## config.mk

```make
export PLATFORM = sky130hd
export DESIGN_NAME = op_log_to_linear_flat
export DESIGN_NICKNAME = d
export VERILOG_FILES = /design/src/rtl/op_log_to_linear_if.sv /design/src/rtl/op_log_to_linear.sv /design/src/flat_wrapper.sv
export SDC_FILE = /design/constraint.sdc
export NUM_CORES = 1
export LEC_CHECK = 0
export ABC_AREA = 1
export CELL_PAD_IN_SITES_DETAIL_PLACEMENT = 2
export CELL_PAD_IN_SITES_GLOBAL_PLACEMENT = 2
export CORE_MARGIN = 5
export CORE_UTILIZATION = 33
export DETAILED_ROUTE_END_ITERATION = 7
export GPL_TIMING_DRIVEN = 1
export MAX_ROUTING_LAYER = met4
export PLACE_DENSITY = 0.81
export SLEW_MARGIN = 20
export SYNTH_ARGS = -nofsm -noshare
export SYNTH_HDL_FRONTEND = slang
export SYNTH_SLANG_ARGS = --single-unit
```

## constraint.sdc

```tcl
create_clock -name clk -period 6.1 [get_ports clk]
set_clock_uncertainty 0.05 [all_clocks]
set_input_delay 1.22 -clock clk [delete_from_list [all_inputs] [get_ports clk]]
set_output_delay 1.22 -clock clk [all_outputs]
set_load 0.01 [all_outputs]
```

## src/rtl/op_log_to_linear_if.sv

```systemverilog
// Sample bus between the operator sine lookup, the log-to-linear stage and its consumers.
// The master drives a log-domain sample in; the slave returns the linear amplitude.
interface op_log_to_linear_if #(
    parameter int TAG_W = 5
);
    logic                    in_valid;
    logic [TAG_W-1:0]        in_slot;
    logic [13:0]             in_data;
    logic [6:0]              in_att;
    logic                    out_valid;
    logic [TAG_W-1:0]        out_slot;
    logic signed [9:0]       out_data;

    modport master (
        output in_valid, in_slot, in_data, in_att,
        input  out_valid, out_slot, out_data
    );

    modport slave (
        input  in_valid, in_slot, in_data, in_att,
        output out_valid, out_slot, out_data
    );
endinterface

```

## src/rtl/op_log_to_linear.sv

```systemverilog
// Operator log-attenuation to signed linear amplitude: add envelope/TL attenuation,
// then exponentiate through a 2^(-n/8) table with linear interpolation (3-stage pipeline).
module op_log_to_linear #(
    parameter int TAG_W = 5
) (
    input  logic             clk,
    input  logic             reset,
    input  logic             clkena,
    op_log_to_linear_if.slave bus
);

    // Returns {zero_flag, saturated 7.6 attenuation}.
    function automatic logic [13:0] sat_sum(input logic [12:0] mag, input logic [6:0] att);
        logic [13:0] s;
        s = {1'b0, mag} + {1'b0, att, 6'b0};
        if (s[13])
            return {1'b1, 13'h1FFF};
        return {1'b0, s[12:0]};
    endfunction

    // round(511 * 2^(-n/8)); mantissas are 511*2^(-k/8) in Q16, octave j is a right shift.
    function automatic logic [8:0] exp_tab(input logic [7:0] n);
        logic [31:0] m;
        logic [4:0]  sh;
        case (n[2:0])
            3'd0:    m = 32'd33488896;
            3'd1:    m = 32'd30709453;
            3'd2:    m = 32'd28160693;
            3'd3:    m = 32'd25823469;
            3'd4:    m = 32'd23680225;
            3'd5:    m = 32'd21714862;
            3'd6:    m = 32'd19912617;
            default: m = 32'd18259950;
        endcase
        sh = 5'd16 + {1'b0, n[6:3]};
        if (n[7])
            return 9'd0;
        return 9'((m + (32'd1 << (sh - 5'd1))) >> sh);
    endfunction

    function automatic logic [8:0] interp(input logic [8:0] a, input logic [8:0] b,
                                          input logic [5:0] vf);
        logic [5:0]  d;
        logic [11:0] p;
        d = 6'(a - b);
        p = {6'b0, d} * {6'b0, vf};
        return a - 9'(p >> 6);
    endfunction

    function automatic logic signed [9:0] apply_sign(input logic sign, input logic [8:0] lin);
        logic signed [9:0] m;
        m = signed'({1'b0, lin});
        return sign ? -m : m;
    endfunction

    logic              r_sign_p1, r_z_p1, r_vld_p1;
    logic [6:0]        r_vi_p1;
    logic [5:0]        r_vf_p1;
    logic [TAG_W-1:0]  r_slot_p1;

    logic              r_sign_p2, r_z_p2, r_vld_p2;
    logic [8:0]        r_a_p2, r_b_p2;
    logic [5:0]        r_vf_p2;
    logic [TAG_W-1:0]  r_slot_p2;

    logic signed [9:0] r_data_p3;
    logic              r_vld_p3;
    logic [TAG_W-1:0]  r_slot_p3;

    logic [13:0]       w_sum;
    logic [8:0]        w_a, w_b, w_lin;
    logic signed [9:0] w_data;

    assign w_sum  = sat_sum(bus.in_data[12:0], bus.in_att);
    assign w_a    = exp_tab({1'b0, r_vi_p1});
    assign w_b    = exp_tab({1'b0, r_vi_p1} + 8'd1);
    assign w_lin  = r_z_p2 ? 9'd0 : interp(r_a_p2, r_b_p2, r_vf_p2);
    assign w_data = apply_sign(r_sign_p2, w_lin);

    always_ff @(posedge clk) begin
        if (reset) begin
            r_sign_p1 <= 1'b0;
            r_z_p1    <= 1'b0;
            r_vld_p1  <= 1'b0;
            r_vi_p1   <= '0;
            r_vf_p1   <= '0;
            r_slot_p1 <= '0;
            r_sign_p2 <= 1'b0;
            r_z_p2    <= 1'b0;
            r_vld_p2  <= 1'b0;
            r_a_p2    <= '0;
            r_b_p2    <= '0;
            r_vf_p2   <= '0;
            r_slot_p2 <= '0;
            r_data_p3 <= '0;
            r_vld_p3  <= 1'b0;
            r_slot_p3 <= '0;
        end else if (clkena) begin
            // Stage 1: attenuation sum with saturation
            r_sign_p1 <= bus.in_data[13];
            r_z_p1    <= w_sum[13];
            r_vi_p1   <= w_sum[12:6];
            r_vf_p1   <= w_sum[5:0];
            r_vld_p1  <= bus.in_valid;
            r_slot_p1 <= bus.in_slot;
            // Stage 2: table lookup of the two bracketing points
            r_sign_p2 <= r_sign_p1;
            r_z_p2    <= r_z_p1;
            r_a_p2    <= w_a;
            r_b_p2    <= w_b;
            r_vf_p2   <= r_vf_p1;
            r_vld_p2  <= r_vld_p1;
            r_slot_p2 <= r_slot_p1;
            // Stage 3: interpolation and sign
            r_data_p3 <= w_data;
            r_vld_p3  <= r_vld_p2;
            r_slot_p3 <= r_slot_p2;
        end
    end

    assign bus.out_valid = r_vld_p3;
    assign bus.out_slot  = r_slot_p3;
    assign bus.out_data  = r_data_p3;

endmodule

```

## src/flat_wrapper.sv

```systemverilog
// flat-port wrapper written by rule: the top's interface ports become plain ports
module op_log_to_linear_flat 
#(
    parameter int TAG_W = 5
)
  (clk, reset, clkena, bus_in_valid, bus_in_slot, bus_in_data, bus_in_att, bus_out_valid, bus_out_slot, bus_out_data);
  op_log_to_linear_if #(.TAG_W(TAG_W)) bus_i ();
  input  logic clk;
  input  logic reset;
  input  logic clkena;
  input wire logic [$bits(bus_i.in_valid)-1:0] bus_in_valid;
  input wire logic [$bits(bus_i.in_slot)-1:0] bus_in_slot;
  input wire logic [$bits(bus_i.in_data)-1:0] bus_in_data;
  input wire logic [$bits(bus_i.in_att)-1:0] bus_in_att;
  output wire logic [$bits(bus_i.out_valid)-1:0] bus_out_valid;
  output wire logic [$bits(bus_i.out_slot)-1:0] bus_out_slot;
  output wire logic [$bits(bus_i.out_data)-1:0] bus_out_data;
  assign bus_i.in_valid = bus_in_valid;
  assign bus_i.in_slot = bus_in_slot;
  assign bus_i.in_data = bus_in_data;
  assign bus_i.in_att = bus_in_att;
  assign bus_out_valid = bus_i.out_valid;
  assign bus_out_slot = bus_i.out_slot;
  assign bus_out_data = bus_i.out_data;
  op_log_to_linear #(.TAG_W(TAG_W)) u_core (.clk(clk), .reset(reset), .clkena(clkena), .bus(bus_i));
endmodule
```

Word level (Yosys, flattened, before mapping)
Cells that the tools add are included.

storage, ports and cells
  word-level logic and storage cells = 56
  memories kept = 0
  input bits = 30
  output and inout bits = 16
  bits in latches = 0
  flip-flop bits (word level) = 66
  bits in writable memories = 0
  bits in read-only memories = 0

operators by class
  multipliers = 1
  muxes and demuxes = 10
  bitwise gates (word level) = 0
  shifts and indexed selects = 4
  reductions and logical operators = 2
  order comparisons = 0
  add/subtract/negate cells = 11
  div/mod/pow operators = 0
  equality and inequality tests = 12

operators by type and width
  cell                                              count
  one-hot mux 24 bit (7 select lines)               2
  adder 25 x 32 -> 32 bit                           2
  left shift 1 x 5 -> 32 bit, first input constant  2
  >> shifter 32 x 5 -> 6 bit                        1
  >> shifter 32 x 5 -> 9 bit                        1
  two-way mux 14 bit                                2
  == test 3 bit, second input constant              6
  adder 13 x 13 -> 14 bit                           1
  == test 3 x 2 -> 1 bit, second input constant     4
  multiplier 6 x 6 -> 12 bit                        1
  two-way mux 6 bit                                 2
  adder 5 x 4 -> 5 bit, first input constant        2
  two-way mux 10 bit                                1
  negator 9 -> 10 bit                               1
  subtractor 5 x 1 -> 5 bit, second input constant  2
  two-way mux 9 bit                                 1
  subtractor 9 x 6 -> 9 bit                         1
  adder 7 x 1 -> 8 bit, second input constant       1
  == test 3 x 1 -> 1 bit, second input constant     2
  zero test 3 bit                                   2
  subtractor 6 bit                                  1
  two-way mux 1 bit                                 2

Longest topological paths before layout
Gate-level depths: netlist (run 1).

  word-level depth = 7
  depth in mapped cells = 37
  depth with buffers taken out = 37

Least setup slack after synthesis (run 1)
Ideal clock, no wire load.

  kind = register to register
  start = reg u_core.r_a_p2[0]
  end = reg u_core.r_data_p3[7] (netlist: u_core.bus.out_data[7])
  arrival time = 5.406 ns
  setup slack = 0.529 ns
  stages on the path, launching flop included = 31
  required time = 5.935 ns
  library setup time = 0.115 ns
  clock period less this slack = 5.571 ns
  path buffers = 0
  cell sequence = dfxtp_1 > inv_1 > ha_1 > fa_1 > o21ai_0 > xnor2_1 > nor2_1 > fa_1 > fa_1 > inv_1 > fa_1 > inv_1 > ha_1 > nand2_1 > inv_1 > a221oi_1 > nand2_1 > a21o_1 > xnor2_1 > ha_1 > nand2_1 > nand2_1 > a21oi_1 > or2_2 > nand3_1 > nand2_1 > nand2_1 > nand2_1 > nand2_1 > o21ai_0 > inv_1

on the way
  cells in the longest elaborated chain, start to end = 6

ends and longest elaborated chain
  what                         RTL line                 text
  start: declaration           op_log_to_linear.sv:62   logic [8:0] r_a_p2, r_b_p2;
  start signal: assignment     op_log_to_linear.sv:109  r_a_p2 <= w_a;
  subtractor 6 bit             op_log_to_linear.sv:45   d = 6'(a - b);
  multiplier 6 x 6 -> 12 bit   op_log_to_linear.sv:46   p = {6'b0, d} * {6'b0, vf};
  subtractor 9 x 6 -> 9 bit *  op_log_to_linear.sv:47   return a - 9'(p >> 6);
  two-way mux 9 bit *          op_log_to_linear.sv:77   assign w_lin = r_z_p2 ? 9'd0 : interp(r_a_p2, r_b_p2, r_vf_p2);
  negator 9 -> 10 bit          op_log_to_linear.sv:53   return sign ? -m : m;
  two-way mux 10 bit *         op_log_to_linear.sv:53
  end signal: assignment       op_log_to_linear.sv:115  r_data_p3 <= w_data;
  end: declaration             op_log_to_linear.sv:66   logic signed [9:0] r_data_p3;

Every way passes the cells marked *; elsewhere a longest branch is shown, timed or not.
A chain may end at the register's enable or synchronous reset.

Worst setup path in the final report (run 1)
  start = reg u_core.r_a_p2[3]
  end = reg u_core.r_data_p3[6] (netlist: u_core.bus.out_data[6])

The elaborated chain is that of the path after synthesis.

==> results of run 1 <==
through the flow:
stage | utilization (%) | cells | total power [W] | hold slack [ns]
CTS | 39.2 | 1826 | 0.00318 | 0.426
floorplan | - | 1449 | 0.00177 | 0.384
global route | 41.1 | 1841 | 0.00396 | 0.455
finish | 41.1 | 1841 | 0.00375 | 0.439
global placement | 36.8 | 1803 | 0.00221 | 0.399
detailed placement | 36.8 | 1803 | 0.00231 | 0.417
synthesized netlist by cell type (10+ instances only):
master	n	area, sq um
sky130_fd_sc_hd__nand2_1	400	1500
sky130_fd_sc_hd__inv_1	232	871
sky130_fd_sc_hd__nor2_1	184	691
sky130_fd_sc_hd__nand3_1	137	686
sky130_fd_sc_hd__ha_1	88	1100
sky130_fd_sc_hd__a21oi_1	85	425
sky130_fd_sc_hd__dfxtp_1	66	1320
sky130_fd_sc_hd__o21ai_0	61	305
sky130_fd_sc_hd__nand4_1	33	206
sky130_fd_sc_hd__clkbuf_1	20	75.1
sky130_fd_sc_hd__fa_1	20	400
sky130_fd_sc_hd__xnor2_1	12	105
sky130_fd_sc_hd__o221ai_1	10	87.6
registers in the layout (all words and copies together) (netlist names), 5 cells and up:
name	count
u_core.bus.out_data	10
u_core.r_a_p2	9
u_core.r_vi_p1	7
u_core.r_b_p2	6
u_core.r_vf_p1	6
u_core.r_vf_p2	6
u_core.bus.out_slot	5
u_core.r_slot_p1	5
u_core.r_slot_p2	5
critical path, delay by kind of cell, from the launching register on:
| family | cells | cell delay [ns] |
|---|---|---|
| fa+ha+maj | 6 | 2.18 |
| simple gates | 15 | 1.43 |
| compound gates | 7 | 1.35 |
| xor+xnor | 3 | 0.75 |
| flops | 1 | 0.55 |
| buf+inv | 3 | 0.12 |
where the power goes:
group / switching, W / internal [W] / total (W)
combinational: 0.00163 / 0.000933 / 0.00256
clock: 0.000239 / 0.000404 / 0.000644
sequential: 0.0000606 / 0.000483 / 0.000544
cells by family after synthesis:
| group | Yosys count | synth area share [%] |
|---|---|---|
| DFF | 66 | 15.9 |
| AOI/OAI and AO/OA | 182 | 12.3 |
| xor gates and xnor gates | 16 | 1.69 |
| and+or+nand+nor | 781 | 39.5 |
| adders and majority gates | 108 | 18.1 |
| buffers and inverters | 268 | 12.4 |
| other | 1 | 0.0452 |
cell usage in the layout (no fill, tap or decap), drive strengths merged, types with 6 or more instances in the layout:
cell / instances
clkbuf: 9
nand4: 33
clkinv: 6
o21ai: 65
ha: 88
xnor2: 12
o221ai: 10
clkdlybuf4s50: 44
inv: 235
fa: 20
a21oi: 85
nor2: 186
nand2: 406
dfxtp: 66
nand3: 137
conb: 28
buf: 33
worst min path at each step:
stage / from / endpoint / slack, ns / cells after the start
2_1_floorplan: u_core.r_z_p1$_SDFFE_PP0P_ / u_core.r_z_p2$_SDFFE_PP0P_ / 0.38 / 2
3_3_place_gp: u_core.r_z_p1$_SDFFE_PP0P_ / u_core.r_z_p2$_SDFFE_PP0P_ / 0.40 / 2
3_5_place_dp: u_core.r_b_p2[3]$_SDFFE_PP0P_ / u_core.r_b_p2[3]$_SDFFE_PP0P_ / 0.42 / 2
4_1_cts: u_core.r_b_p2[3]$_SDFFE_PP0P_ / u_core.r_b_p2[3]$_SDFFE_PP0P_ / 0.43 / 2
5_1_grt: u_core.r_z_p1$_SDFFE_PP0P_ / u_core.r_z_p2$_SDFFE_PP0P_ / 0.46 / 2
6_report: u_core.r_slot_p2[4]$_SDFFE_PP0P_ / u_core.bus.out_slot[4]$_SDFFE_PP0P_ / 0.44 / 2
cell type report:
| type | count | area (sq um) | share of cell area (%) |
|---|---|---|---|
| inverter | 237 | 892 | 8.70 |
| multi-input combinational | 1115 | 6570 | 64.0 |
| timing repair buffer | 77 | 706 | 6.88 |
| clock buffer | 9 | 225 | 2.20 |
| tap | 330 | 413 | 4.02 |
| sequential | 66 | 1330 | 13.0 |
| clock inverter | 7 | 125 | 1.22 |
metal layers:
metal	GRT usage (%)	vias up
met5	-	-
met4	7.13	0
met3	2.73	114
met2	44.3	237
met1	30.5	4945
li1	-	4680
repair_timing:
item                                    in CTS  in global routing
endpoints found under the setup margin       6                  8
gates resized for setup                     46                 86
setup buffers                                7                 15
pin swaps                                   24                 75
==> impl_results.html, run 1 <==
<table>
<tr><th>Metric</th><th>Value</th></tr>
<tr><th colspan="2">Global route</th></tr>
<tr><td>Initial antenna violation count</td><td>0</td></tr>
<tr><td>Global route overflow</td><td>0</td></tr>
<tr><td>Maximum number of pins on one net before global-route repair</td><td>53</td></tr>
<tr><td>Via count of the first global-routing pass</td><td>between 10k and 15k</td></tr>
<tr><td>Wire length of the first global-routing pass</td><td>between 50,000 and 60,000 um</td></tr>
<tr><td>Combined global-route utilization of all metal layers</td><td>25.2%</td></tr>
<tr><th colspan="2">Power and ir drop</th></tr>
<tr><td>Static leakage</td><td>5.35 nW</td></tr>
<tr><td>Peak supply drop</td><td>0.164 mV</td></tr>
<tr><td>Pwr dens</td><td>365 nW/um^2</td></tr>
<tr><th colspan="2">STA</th></tr>
<tr><td>Minimum clock period after layout</td><td>6.53 ns</td></tr>
<tr><td>Number of endpoints failing setup at the final stage</td><td>7</td></tr>
<tr><td>Setup TNS</td><td>-1.86 ns</td></tr>
<tr><td>Final period util</td><td>107%</td></tr>
<tr><td>Fin. max-slew vios</td><td>0</td></tr>
<tr><td>Final setup margin</td><td>-0.434 ns</td></tr>
<tr><td>Hold Fails Final Rpt</td><td>0</td></tr>
<tr><td>Transition time at the pin with the least slew margin</td><td>0.665 ns</td></tr>
<tr><td>FMAX</td><td>0.153 GHz</td></tr>
<tr><td>Normalized max-slew margin</td><td>55.6%</td></tr>
<tr><td>Unrepaired setup endpoints after global routing</td><td>true</td></tr>
<tr><th colspan="2">Finish</th></tr>
<tr><td>Final instance area</td><td>10,300 sq um</td></tr>
<tr><td>Fill count</td><td>between 3k and 4k</td></tr>
<tr><td>Antenna diode count</td><td>0</td></tr>
<tr><td>Area growth from synthesis to layout</td><td>23.8%</td></tr>
<tr><td>NumNets Final</td><td>1,644</td></tr>
<tr><td>Fraction of final layout cells sized beyond drive strength 1</td><td>between 10% and 20%</td></tr>
<tr><th colspan="2">CTS</th></tr>
<tr><td>Clock Sink Count</td><td>66</td></tr>
<tr><td>H-Tree Level Count</td><td>3</td></tr>
<tr><td>CTS tree</td><td>done</td></tr>
<tr><td>Root Buffer Master</td><td>sky130_fd_sc_hd__clkbuf_16</td></tr>
<tr><td>Clock buffers created by TritonCTS</td><td>9</td></tr>
<tr><td>Insertion delay to the later sink of the worst-skew pair</td><td>0.36 ns</td></tr>
<tr><td>Clock Pin Slew Worst Setup and Hold Paths</td><td>~0.070 ns</td></tr>
<tr><td>CTS Hold Buffers Added</td><td>0</td></tr>
<tr><td>Number of buffers on the longest clock path</td><td>2</td></tr>
<tr><th colspan="2">Setup path</th></tr>
<tr><td>Slowest cell on the critical path</td><td>sky130_fd_sc_hd__dfxtp_1</td></tr>
<tr><td>Startpoint Class</td><td>flip-flop</td></tr>
<tr><td>Cell seen most often among critical-path stages</td><td>sky130_fd_sc_hd__nand2_2</td></tr>
<tr><td>Kind of critical path</td><td>flip-flop to flip-flop</td></tr>
<tr><td>Worst setup startpoint</td><td>u_core.r_a_p2[3]$_SDFFE_PP0P_</td></tr>
<tr><td>CP arrival</td><td>6.74 ns</td></tr>
<tr><td>Required arrival time at the worst endpoint</td><td>between 6 and 7 ns</td></tr>
<tr><td>Endpoint of the most critical register-to-register path</td><td>u_core.bus.out_data[6]$_SDFFE_PP0P_</td></tr>
<tr><td>Worst Setup EP</td><td>u_core.bus.out_data[6]$_SDFFE_PP0P_</td></tr>
<tr><td>Depth of the most critical reg-to-reg path</td><td>34</td></tr>
<tr><td>Critical path capture point type</td><td>flip-flop</td></tr>
<tr><td>Max FO, Critical Path</td><td>5</td></tr>
<tr><td>Worst setup slack for register-to-register paths</td><td>-0.43 ns</td></tr>
<tr><td>Delay of the slowest critical-path stage</td><td>0.55 ns</td></tr>
<tr><td>Worst r2r src</td><td>u_core.r_a_p2[3]$_SDFFE_PP0P_</td></tr>
<tr><th colspan="2">Worst hold path</th></tr>
<tr><td>Classification of the worst-slack hold path</td><td>flip-flop to flip-flop</td></tr>
<tr><th colspan="2">Synth</th></tr>
<tr><td>Ys Warns</td><td>0</td></tr>
<tr><td>Post-synthesis async set-or-reset flop share</td><td>0%</td></tr>
<tr><td>#FFs+latches synth</td><td>66</td></tr>
<tr><td>Synthesized area</td><td>8290 sq um</td></tr>
<tr><td>Number of cells produced by synthesis</td><td>~1.4k</td></tr>
<tr><td>Most used flip-flop cell after synthesis</td><td>sky130_fd_sc_hd__dfxtp_1</td></tr>
<tr><td>Number of distinct library cells after synthesis</td><td>40</td></tr>
<tr><td>Number of synthesized flops with an enable pin</td><td>0</td></tr>
<tr><td>Sequential element share of the synthesized area</td><td>~16%</td></tr>
<tr><td>Syn avg cell area</td><td>5.83 sq um</td></tr>
<tr><th colspan="2">Drt</th></tr>
<tr><td>Via-per-instance ratio</td><td>5.42</td></tr>
<tr><td>Routed via count</td><td>9,976</td></tr>
<tr><td>Wire length on met1</td><td>17,100 um</td></tr>
<tr><td>Met2 routed wirelength</td><td>20,700 um</td></tr>
<tr><td>TritonRoute pass-1 iters</td><td>6</td></tr>
<tr><td>Number of violations reported at the end of detailed-routing iteration 0</td><td>about 580</td></tr>
<tr><td>Final ANT Viol Nets</td><td>0</td></tr>
<tr><td>Detail-routed net length per standard cell</td><td>22.3 um</td></tr>
<tr><td>Routed wire length</td><td>41,000 um</td></tr>
<tr><td>Top Layer Used</td><td>met4</td></tr>
<tr><td>DRC violation count after routing</td><td>0</td></tr>
<tr><td>Routed met3 length</td><td>1230 um</td></tr>
<tr><th colspan="2">Place</th></tr>
<tr><td>Placed wire-length estimate</td><td>25,400 um</td></tr>
<tr><td>Area post-placement</td><td>9190 sq um</td></tr>
<tr><td># port buffers</td><td>45</td></tr>
<tr><td>RD Place Congestion</td><td>0.868</td></tr>
<tr><td>Worst slack at placement</td><td>-0.192 ns</td></tr>
<tr><th colspan="2">Flow run</th></tr>
<tr><td>Max-cap check violation count</td><td>0</td></tr>
<tr><th colspan="2">Floorplanning</th></tr>
<tr><td>Number of primary I/O pins</td><td>46</td></tr>
<tr><td>Core area</td><td>between 20,000 and 25,000 sq um</td></tr>
<tr><td>Total die area</td><td>between 20,000 and 30,000 sq um</td></tr>
<tr><td>Effective utilization at floorplan</td><td>33.2%</td></tr>
<tr><td>Floorplan row count</td><td>58</td></tr>
<tr><td>Die X-Extent</td><td>168 um</td></tr>
<tr><td>Die extent in y</td><td>168 um</td></tr>
<tr><th colspan="2">Run status</th></tr>
<tr><td>Run status</td><td>complete, but fails checks</td></tr>
<tr><td>Violations in the final reports</td><td>setup timing</td></tr>
</table>
(Power assumes the default switching activity.)
==> run 2: changes to the inputs <==
--- a/config.mk
+++ b/config.mk
@@ -11,10 +11,10 @@
 export CORE_MARGIN = 5
 export CORE_UTILIZATION = 33
 export DETAILED_ROUTE_END_ITERATION = 7
+export GPL_ROUTABILITY_DRIVEN = 0
 export GPL_TIMING_DRIVEN = 1
 export MAX_ROUTING_LAYER = met4
 export PLACE_DENSITY = 0.81
-export SLEW_MARGIN = 20
 export SYNTH_ARGS = -nofsm -noshare
 export SYNTH_HDL_FRONTEND = slang
 export SYNTH_SLANG_ARGS = --single-unit
==> results of run 2 <==
Same layout as run 1: the final DEF is identical, and so are final timing and power.
